`src/rtl/frame_buffer_arbiter.sv`:
```
// Frame-buffer write arbiter: XL FIFO vs CPU with starvation guard; FB_ARB_DROP_COUNT_EN adds XL_drop_cnt.
// Latency CPU->FB 1 cycle, XL->FB 2 cycles; FB_wr_ready low freezes the slot, stalls CPU, and XL fills then drops.
module frame_buffer_arbiter #(
  parameter int mem_width      = 1,
  parameter int mem_addr_width = 20,
  parameter int fifo_depth     = 4,
  parameter int starve_limit   = 8
) (
  input  logic                      clk,
  input  logic                      rst,
  input  logic                      CPU_wr_valid,
  input  logic [mem_addr_width-1:0] CPU_wr_addr,
  input  logic [mem_width-1:0]      CPU_wr_data,
  output logic                      CPU_wr_ready,
  input  logic                      XL_wr_en,
  input  logic [mem_addr_width-1:0] XL_wr_addr,
  input  logic [mem_width-1:0]      XL_wr_data,
  output logic                      XL_full,
  output logic                      FB_wr_en,
  output logic [mem_addr_width-1:0] FB_wr_addr,
  output logic [mem_width-1:0]      FB_wr_data,
  input  logic                      FB_wr_ready
`ifdef FB_ARB_DROP_COUNT_EN
  , output logic [15:0]             XL_drop_cnt
`endif
);

  localparam int PW = $clog2(fifo_depth);
  localparam int CW = PW + 1;
  localparam int SW = $clog2(starve_limit + 1);
  localparam logic [CW-1:0] DEPTH_C = CW'(fifo_depth);
  localparam logic [SW-1:0] LIMIT_C = SW'(starve_limit);

  logic [mem_addr_width-1:0] fifo_addr_q [fifo_depth];
  logic [mem_width-1:0]      fifo_data_q [fifo_depth];
  logic [PW-1:0]             rd_ptr_q, rd_ptr_d, wr_ptr_q, wr_ptr_d;
  logic [CW-1:0]             count_q, count_d;
  logic [SW-1:0]             starve_q, starve_d;
  logic                      slot_vld_q, slot_vld_d;
  logic [mem_addr_width-1:0] slot_addr_q, slot_addr_d;
  logic [mem_width-1:0]      slot_data_q, slot_data_d;

  logic slot_free, fifo_empty, starved, sel_cpu, sel_fifo, push;

  assign slot_free  = !slot_vld_q || FB_wr_ready;
  assign fifo_empty = (count_q == '0);
  assign starved    = (starve_q == LIMIT_C);

  always_comb begin
    sel_cpu  = 1'b0;
    sel_fifo = 1'b0;
    if (!rst && slot_free) begin
      if (CPU_wr_valid && starved) sel_cpu = 1'b1;
      else if (!fifo_empty)        sel_fifo = 1'b1;
      else if (CPU_wr_valid)       sel_cpu = 1'b1;
    end
  end

  // A full FIFO still accepts a write when the head leaves in the same cycle.
  assign push = XL_wr_en && !rst && ((count_q != DEPTH_C) || sel_fifo);

  always_comb begin
    rd_ptr_d = rd_ptr_q;
    wr_ptr_d = wr_ptr_q;
    count_d  = count_q;
    if (push)     wr_ptr_d = wr_ptr_q + PW'(1);
    if (sel_fifo) rd_ptr_d = rd_ptr_q + PW'(1);
    if (push && !sel_fifo)      count_d = count_q + CW'(1);
    else if (!push && sel_fifo) count_d = count_q - CW'(1);
  end

  always_comb begin
    slot_vld_d  = slot_vld_q;
    slot_addr_d = slot_addr_q;
    slot_data_d = slot_data_q;
    if (sel_cpu) begin
      slot_vld_d  = 1'b1;
      slot_addr_d = CPU_wr_addr;
      slot_data_d = CPU_wr_data;
    end else if (sel_fifo) begin
      slot_vld_d  = 1'b1;
      slot_addr_d = fifo_addr_q[rd_ptr_q];
      slot_data_d = fifo_data_q[rd_ptr_q];
    end else if (slot_free) begin
      slot_vld_d  = 1'b0;
    end
  end

  always_comb begin
    starve_d = '0;
    if (CPU_wr_valid && !sel_cpu) starve_d = starved ? starve_q : starve_q + SW'(1);
  end

  always_ff @(posedge clk) begin
    if (rst) begin
      rd_ptr_q    <= '0;
      wr_ptr_q    <= '0;
      count_q     <= '0;
      starve_q    <= '0;
      slot_vld_q  <= 1'b0;
      slot_addr_q <= '0;
      slot_data_q <= '0;
    end else begin
      rd_ptr_q    <= rd_ptr_d;
      wr_ptr_q    <= wr_ptr_d;
      count_q     <= count_d;
      starve_q    <= starve_d;
      slot_vld_q  <= slot_vld_d;
      slot_addr_q <= slot_addr_d;
      slot_data_q <= slot_data_d;
    end
  end

  always_ff @(posedge clk) begin
    if (push) begin
      fifo_addr_q[wr_ptr_q] <= XL_wr_addr;
      fifo_data_q[wr_ptr_q] <= XL_wr_data;
    end
  end

`ifdef FB_ARB_DROP_COUNT_EN
  logic        drop;
  logic [15:0] drop_cnt_q, drop_cnt_d;

  assign drop = XL_wr_en && !rst && !push;

  always_comb begin
    drop_cnt_d = drop_cnt_q;
    if (drop && (drop_cnt_q != 16'hFFFF)) drop_cnt_d = drop_cnt_q + 16'd1;
  end

  always_ff @(posedge clk) begin
    if (rst) drop_cnt_q <= '0;
    else     drop_cnt_q <= drop_cnt_d;
  end

  assign XL_drop_cnt = drop_cnt_q;
`endif

  assign CPU_wr_ready = sel_cpu;
  assign XL_full      = (count_q == DEPTH_C);
  assign FB_wr_en     = slot_vld_q;
  assign FB_wr_addr   = slot_addr_q;
  assign FB_wr_data   = slot_data_q;

endmodule

```
`config.mk`:
```
export PLATFORM = sky130hd
export DESIGN_NAME = frame_buffer_arbiter
export DESIGN_NICKNAME = d
export VERILOG_FILES = /design/src/rtl/frame_buffer_arbiter.sv
export SDC_FILE = /design/constraint.sdc
export NUM_CORES = 1
export LEC_CHECK = 0
export CAP_MARGIN = 20
export CELL_PAD_IN_SITES_DETAIL_PLACEMENT = 0
export CELL_PAD_IN_SITES_GLOBAL_PLACEMENT = 1
export CORE_UTILIZATION = 45
export DETAILED_ROUTE_END_ITERATION = 10
export PLACE_DENSITY = 0.82
export SLEW_MARGIN = 20
export SYNTH_ARGS = -nofsm -noshare
export SYNTH_HDL_FRONTEND = slang
export SYNTH_SLANG_ARGS = --single-unit
```
`constraint.sdc`:
```
create_clock -name clk -period 3.1 [get_ports clk]
set_input_delay 0.62 -clock clk [delete_from_list [all_inputs] [get_ports clk]]
set_output_delay 0.62 -clock clk [all_outputs]
set_load 0.05 [all_outputs]
```
Word-level counts from Yosys, hierarchy flattened
Memory sizes are Yosys's and may differ from the RTL's. A register that Yosys moved wholly into a read port is not among the register bits.
Index checks and enable logic that the tools add are counted.
{"block": "word_totals", "output_inout_bits": 24, "register_bits": 33, "mem_count": 2, "ramBits": 84}
{"block": "op_classes", "n_eq_ne": 3, "bitwise_logic": 1, "reduce_logical": 19, "add_sub_neg": 5, "muxes": 22}
{"memory": "fifo_addr_q", "depth": 4, "word_bits": 20, "read_ports": 1, "rd_clocked_by_memory_dff": 1, "write_ports": 1, "line_no": "34", "source": "logic [mem_addr_width-1:0] fifo_addr_q [fifo_depth];"}
{"memory": "fifo_data_q", "depth": 4, "word_bits": 1, "read_ports": 1, "rd_clocked_by_memory_dff": 1, "write_ports": 1, "line_no": "35", "source": "logic [mem_width-1:0] fifo_data_q [fifo_depth];"}
{"op": "20-bit 2-to-1 mux", "count": 2}
{"op": "1-bit 2-to-1 mux", "count": 14}
{"op": "2-bit 2-to-1 mux", "count": 4}
{"op": "1-bit logical AND", "count": 7}
{"op": "3-bit 2-to-1 mux", "count": 2}
{"op": "1-bit logical NOT", "count": 5}
{"op": "2-bit by 1-bit adder with 2-bit output, second input constant", "count": 2}
{"op": "4-bit by 1-bit adder with 4-bit output, second input constant", "count": 1}
{"op": "4-bit equality test, second input constant", "count": 1}
{"op": "2-bit nonzero test", "count": 2}
{"op": "3-bit by 1-bit adder with 3-bit output, second input constant", "count": 1}
{"op": "3-bit equality test, second input constant", "count": 1}
{"op": "3-bit logical NOT", "count": 1}
{"op": "3-bit inequality test, second input constant", "count": 1}
{"op": "3-bit nonzero test", "count": 1}
{"op": "3-bit by 1-bit subtractor with 3-bit output, second input constant", "count": 1}
{"op": "1-bit logical OR", "count": 2}
{"op": "2-bit OR reduction", "count": 1}
{"op": "1-bit NOT", "count": 1}

Logic depth before layout (Yosys ltp)
Gate-level depths: netlist (run 1).
{"block": "depth", "ltp_word": 10, "ltp_mapped": 13}

Worst setup path after synthesis (run 1)
No wires, ideal clock.
{"block": "synth_timing", "path_type": "register to register", "from": "register starve_q[0]", "to": "register count_q[2]", "required_time_ns": 3.027, "stages_incl_launch_ff": 14, "t_arrival_ns": 2.658, "path_slack_ns": 0.369, "synth_period_minus_slack_ns": 2.731, "n_path_buf": 1, "cell_sequence": "dfxtp_1 > inv_1 > ha_1 > and3b_1 > buf_6 > a211oi_2 > o21a_4 > and2_1 > ha_1 > inv_1 > fa_1 > xor2_1 > or3_1 > a21oi_1"}
{"block": "synth_between", "elab_chain_cells": 9, "elab_cells_between_ends": 12, "cone_classes": "eq/ne: 1; mux: 3; reduce/logical: 8"}
{"element": "start: declaration", "line_no": "38", "source": "logic [SW-1:0] starve_q, starve_d;"}
{"element": "start signal: assignment", "line_no": "107", "source": "starve_q <= starve_d;"}
{"element": "4-bit equality test (*)", "line_no": "47", "source": "assign starved = (starve_q == LIMIT_C);"}
{"element": "1-bit logical AND (*)", "line_no": "53", "source": "if (CPU_wr_valid && starved) sel_cpu = 1'b1;"}
{"element": "1-bit 2-to-1 mux (*)", "line_no": "53"}
{"element": "1-bit 2-to-1 mux (*)", "line_no": "52", "source": "if (!rst && slot_free) begin"}
{"element": "1-bit logical OR (*)", "line_no": "60", "source": "assign push = XL_wr_en && !rst && ((count_q != DEPTH_C) || sel_fifo);"}
{"element": "1-bit logical AND (*)", "line_no": "60"}
{"element": "net push", "line_no": "43", "source": "logic slot_free, fifo_empty, starved, sel_cpu, sel_fifo, push;"}
{"element": "1-bit logical NOT", "line_no": "69", "source": "else if (!push && sel_fifo) count_d = count_q - CW'(1);"}
{"element": "1-bit logical AND", "line_no": "69"}
{"element": "2-bit nonzero test (no line)"}
{"element": "end signal: assignment", "line_no": "106", "source": "count_q <= count_d;"}
{"element": "end: declaration", "line_no": "37", "source": "logic [CW-1:0] count_q, count_d;"}
The timed path passes the listed nets; every way through them passes the cells marked *.
A chain may end at the register's enable or synchronous reset.

Worst setup path after layout (run 1)
Ends and elaborated chain as after synthesis.

==> flow_summary.toml, run 1 <==
[pwr]
power.total_mw = 5.31
leakage_nw = 2.22
irDropWorstVdd_mv = 0.432
power_switching_mw = 1.56
p_int_mw = 3.75
power.share.switching_pct = 29.4
clock_power_share_pct = 37.0
p_seq_share_pct = 36.8
combPwrFrac_pct = 26.2
p_per_area_mw_per_mm2 = 831

[yosys]
seq_area_frac_synth_pct = 65.6
yosysWarnings = 0
yosysMostFrequentCell = "edfxtp_1"
yosys.cell_types.count = 39
synth_top_cell_by_area = "edfxtp_1"
async_flop_share_pct = 0
ys_seq_elements = 119
synthFlopType = "edfxtp_1"
syn-cell-area_mm2 = 0.00491
synth_area_leaders = "edfxtp_1 51%, dfxtp_1 14%, mux4_2 9.6%, a311oi_2 6.1%, nand2_2 2.7%"
synth_common_cells = "84 x edfxtp_1, 35 x dfxtp_1, 29 x nor2_1"
synth_fp_nets = 361
synth_top_area_share_pct = 51.4
synth_cells = 306
syn_avg_cell_area_um2 = 16.0
synth-edff-count = 84

[layout]
seqCellArea_mm2 = 0.00322
final-instance-count-excl-fill = 544
fillers = 813
post-route-util_pct = 61.1
design_area_mm2 = 0.00639
layout.nets = 450
area_delta_synth_final_pct = 30.1
antenna_cells = 0
drive_gt1_share_pct = 27.9
multi_input_area_mm2 = 0.00154

[worst_setup_path]
start_kind = "flop"
crit_required_ns = 3.54
critPathKind = "flop to flop"
crit_path_end_kind = "flop"
cp_data_arrival_time_ns = 3.25
r2r_cells = 12
crit_fanout = 7

[global_routing]
grt_util_all_layers_pct = 19.0
antenna_found_initial = 0
grt-ovfl-total = 0
grt_max_degree = 43
grt_pass1_vias = 3150
grt_pass1_wl_um = 16000

[cts]
tritoncts = "done"
cts.sinks = 119
clockBufferDepth = 2
numCtsBuffers = 17
post-cts-setup-buffers = 0
clockRootBuffer = "clkbuf_8"
postCtsHoldBufs = 0
clk_latency_ns = 0.50
ctsHtreeMaxLevel = 4
cts_resized = 0
clk_pin_slew_worst_paths_ns = 0.06

[placement]
post-place-ws_ns = 0.0550
place_hpwl_um = 5980
placedCellCount = 512
io_buffers = 70
gp_routability_congestion = 0.746
post_dp_cell_area_mm2 = 0.00579

[min_path]
whs_path_depth = 1
hold_path_class = "flop to flop"

[timing]
hold_viol = 0
min_period_ns = 2.81
drv_slew = 0
period_share_pct = 90.6
timing.final.ws_setup_ns = 0.292
setup_violations = 0
max_freq_ghz = 0.356
skew_ns = 0.00812
hold_ws_ns = 0.462
setup_tns_ns = 0
tightest_slew_ns = 0.600
rsz0062_at_grt = "no"
slew_headroom_pct = 59.6

[detailed_routing]
firstDrtPassIters = 4
via_count = 2864
viasPerCell = 5.26
drt_iter0_drc = 126
drc_errors = 0
routed_wl_um = 9610
wl_per_cell_um = 17.7
postRouteAntennaNets = 0

[floorplanning]
dieHeight_um = 106
num_rows = 37
die_x_um = 106
io_pins = 71
dieArea_mm2 = 0.0113
start_util_pct = 46.9
coreArea_mm2 = 0.0105

[status]
status = "complete, no violations"

[job]
drv_cap = 0
-- cell usage in the layout (no fill, tap or decap), types with 2 or more instances in the layout --
cell type	Yosys	layout
clkbuf_16	0	16
clkinv_4	0	2
nor2_1	29	29
or3_1	2	2
a21oi_1	3	3
buf_4	0	16
mux2i_1	4	4
clkinv_2	0	2
bufinv_16	0	4
ha_1	7	7
nand2_1	26	26
inv_1	7	7
clkinvlp_4	0	2
xor2_1	3	3
clkbuf_1	4	2
edfxtp_1	84	84
clkdlybuf4s50_1	0	68
xnor2_1	2	2
a311oi_2	20	20
and3_1	4	4
clkinv_1	0	2
mux4_2	21	21
dfxtp_1	35	35
nand2_2	21	21
nand3_1	2	2
nand2b_1	2	2
-- registers in the layout, indices dropped and copies added (netlist names), named ones only --
signal and flops:
wr_ptr_q 2, count_q 3, starve_q 4, FB_wr_addr 20
FB_wr_en 1, FB_wr_data 1, rd_ptr_q 2, fifo_addr_q 80
fifo_data_q 4
-- per-layer routing --
layer	global-route usage, %	share of wire (%)
met5	0	0
met1	23.6	43
met4	7.63	1.5
met2	32.4	53
met3	4.11	2.5
-- final timing paths --
check / start / end / slack, ns
setup / recovery: starve_q[0] / count_q[2] / 0.29
hold / removal: rd_ptr_q[1] / rd_ptr_q[1] / 0.46
setup reg to reg: starve_q[0] / count_q[2] / 0.29
hold reg to reg: rd_ptr_q[1] / rd_ptr_q[1] / 0.46
-- kinds of logic (layout without fill, tap and decap cells) --
logic type | count (synthesis) | count (layout) | share of synthesized area (%)
buf+inv | 24 | 126 | 3.16
simple gates | 93 | 93 | 9.17
mux | 26 | 26 | 10.7
xor+xnor | 5 | 5 | 0.892
compound gates | 31 | 31 | 8.28
flops | 119 | 119 | 65.6
fa+ha+maj | 8 | 8 | 2.19
-- worst max-delay path: stages, from the launching register on --
cell and delay, ns:
dfxtp_1 0.35, inv_1 0.08, ha_1 0.20, and3b_1 0.27, a211oi_2 0.32, o21a_4 0.16
and2_1 0.11, ha_1 0.18, inv_1 0.06, fa_1 0.38, xor2_1 0.19, or3_1 0.31
a21oi_1 0.13
-- layout make-up --
type | instances | area share, %
Clock buffer | 19 | 6.60
Clock inverter | 13 | 2.80
Inverter | 8 | 0.509
Multi-Input combinational cell | 163 | 24.1
Sequential cell | 119 | 50.4
Tap cell | 136 | 2.66
Timing Repair Buffer | 86 | 12.9
-- power groups by stage --
stage               Combinational, mW  Clock, mW  Sequential (mW)
finish                           1.39       1.96             1.96
global route                     1.50       2.07             1.97
CTS                              1.42       2.01             1.96
detailed placement               1.41          0             1.99
global placement                 1.39          0             1.98
floorplan                       0.802          0             2.20
Power figures use the tool's default switching activity.
==> run 2, diff against run 1 <==
Settings changed: GPL_TIMING_DRIVEN from default to 0.
==> run 2 against run 1 <==
  * Clock-buffer cell count rose by 1
  * Flip-flop and latch count unchanged
  * First-iteration DRC count down 10%
  * Highest routed layer unchanged
  * Largest cell class unchanged
  * Setup slack got worse by 0.069 ns
==> flow_summary.toml, run 2 (synthesized netlist as in run 1, its figures left out) <==
[status]
status = "complete, no violations"

[timing]
timing.final.ws_setup_ns = 0.223
drv_slew = 0
slew_headroom_pct = 43.8
skew_ns = 0.00818
hold_viol = 0
setup_tns_ns = 0
tightest_slew_ns = 0.842
min_period_ns = 2.88
period_share_pct = 92.8
setup_violations = 0
hold_ws_ns = 0.460
rsz0062_at_grt = "no"
max_freq_ghz = 0.348

[detailed_routing]
via_count = 2856
postRouteAntennaNets = 0
top_layer_used = "met4"
drt_iter0_drc = 113
firstDrtPassIters = 4
wl_met3_um = 464
wl_met2_um = 4960
drc_errors = 0
wl_per_cell_um = 18.0
viasPerCell = 5.25
met1_length_um = 4160
routed_wl_um = 9780

[worst_setup_path]
cp_data_arrival_time_ns = 2.26
crit_required_ns = 2.48
crit_path_end_kind = "primary output"
r2r-start = "starve_q[0]"
r2r_cells = 13
reg2reg_to = "count_q[2]"
r2r_slack_ns = 0.23
crit_fanout = 10
critPathKind = "input port to primary output"
start_kind = "input port"

[global_routing]
grt_max_degree = 22
grt_pass1_vias = 2961
antenna_found_initial = 0
grt_pass1_wl_um = 15600
grt-ovfl-total = 0
grt_util_all_layers_pct = 19.2

[floorplanning]
dieArea_mm2 = 0.0113
num_rows = 37
io_pins = 71
die_x_um = 106
start_util_pct = 46.9
dieHeight_um = 106
coreArea_mm2 = 0.0105

[min_path]
whs_path_depth = 1
worstHoldStart = "rd_ptr_q[1]"
hold_path_class = "flop to flop"

[pwr]
power.total_mw = 5.36
p_per_area_mw_per_mm2 = 839
irDropWorstVdd_mv = 0.383
leakage_nw = 2.20

[layout]
largest_register = "fifo_addr_q"
mostFrequentLayoutCell = "edfxtp_1"
final-instance-count-excl-fill = 544
layout.nets = 450
antenna_cells = 0
drive_gt1_share_pct = 27.5
area_delta_synth_final_pct = 30.1
seqCellArea_mm2 = 0.00322
final_cell_mix = "84 x edfxtp_1, 69 x clkdlybuf4s50_1, 35 x dfxtp_1, 29 x nor2_1, 26 x nand2_1"
largest_register_ff_count = 80
fillers = 833
multi_input_area_mm2 = 0.00155

[cts]
clockRootBuffer = "clkbuf_8"
clk_pin_slew_worst_paths_ns = 0.06
clockBufferDepth = 2
clk_latency_ns = 0.52
post-cts-setup-buffers = 0
ctsHtreeMaxLevel = 4
numCtsBuffers = 17
cts.sinks = 119
tritoncts = "done"

[placement]
post-place-ws_ns = -0.241
placedCellCount = 512
io_buffers = 70
gp_routability_congestion = 0.719
place_hpwl_um = 6270

[job]
drv_cap = 0
==> run 2: repair_timing <==
| action | 4_1_cts | 5_1_grt |
|---|---|---|
| endpoints found under the hold margin | 0 | 0 |
| pin swaps | 0 | 1 |
| setup endpoints to repair | 1 | 2 |
| gates resized for setup | 1 | 3 |
| hold buffers | 0 | 0 |
==> run 2: routing by layer <==
metal,GRT usage [%],vias up
li1,-,1341
met5,0,-
met1,24.1,1432
met3,5.52,19
met2,30.8,64
met4,8.81,0
==> run 2: power by group <==
| part | switching [mW] | leakage, nW | internal (mW) | total, mW |
|---|---|---|---|---|
| Combinational | 0.812 | 0.860 | 0.597 | 1.41 |
| Sequential | 0.0982 | 1.05 | 1.87 | 1.96 |
| Clock | 0.685 | 0.287 | 1.30 | 1.99 |
==> run 2: through the flow <==
stage | area, um2 | util [%]
after floorplan | 4910 | -
after global placement | 5780 | 55.3
after detailed placement | 5790 | 55.3
after CTS | 6390 | 61.0
after global routing | 6390 | 61.1
final | 6390 | 61.1
==> run 2: worst max-delay path by stage <==
stage	from	end	slack (ns)	depth (start not counted)
6_report	rst	CPU_wr_ready	0.22	6
5_1_grt	starve_q[1]	count_q[2]	0.02	13
4_1_cts	rst	CPU_wr_ready	0.02	6
3_5_place_dp	rst	CPU_wr_ready	-0.24	6
3_3_place_gp	rst	CPU_wr_ready	-0.25	6
2_1_floorplan	starve_q[0]	count_q[2]	0.37	13
==> run 2: final cells by class <==
cell class / instances / share of cell area (%)
sequential: 119 / 50.4
clock inverter: 12 / 2.74
tap: 136 / 2.66
buffer: 16 / 1.92
clock buffer: 20 / 6.66
inverter: 8 / 0.509
multi-input combinational: 163 / 24.2
timing repair buffer: 70 / 10.9
==> run 2: worst max-delay path: stages <==
cell and delay [ns]:
clkdlybuf4s50_1 0.51, inv_1 0.30, o2111ai_4 0.24, inv_4 0.16
buf_12 0.15, clkbuf_2 0.28
==> run 3, diff against run 2 <==
Settings changed: CAP_MARGIN 20 to default.
==> results of run 3 <==
Same layout as run 2: the final DEF is identical, and so are final timing and power.
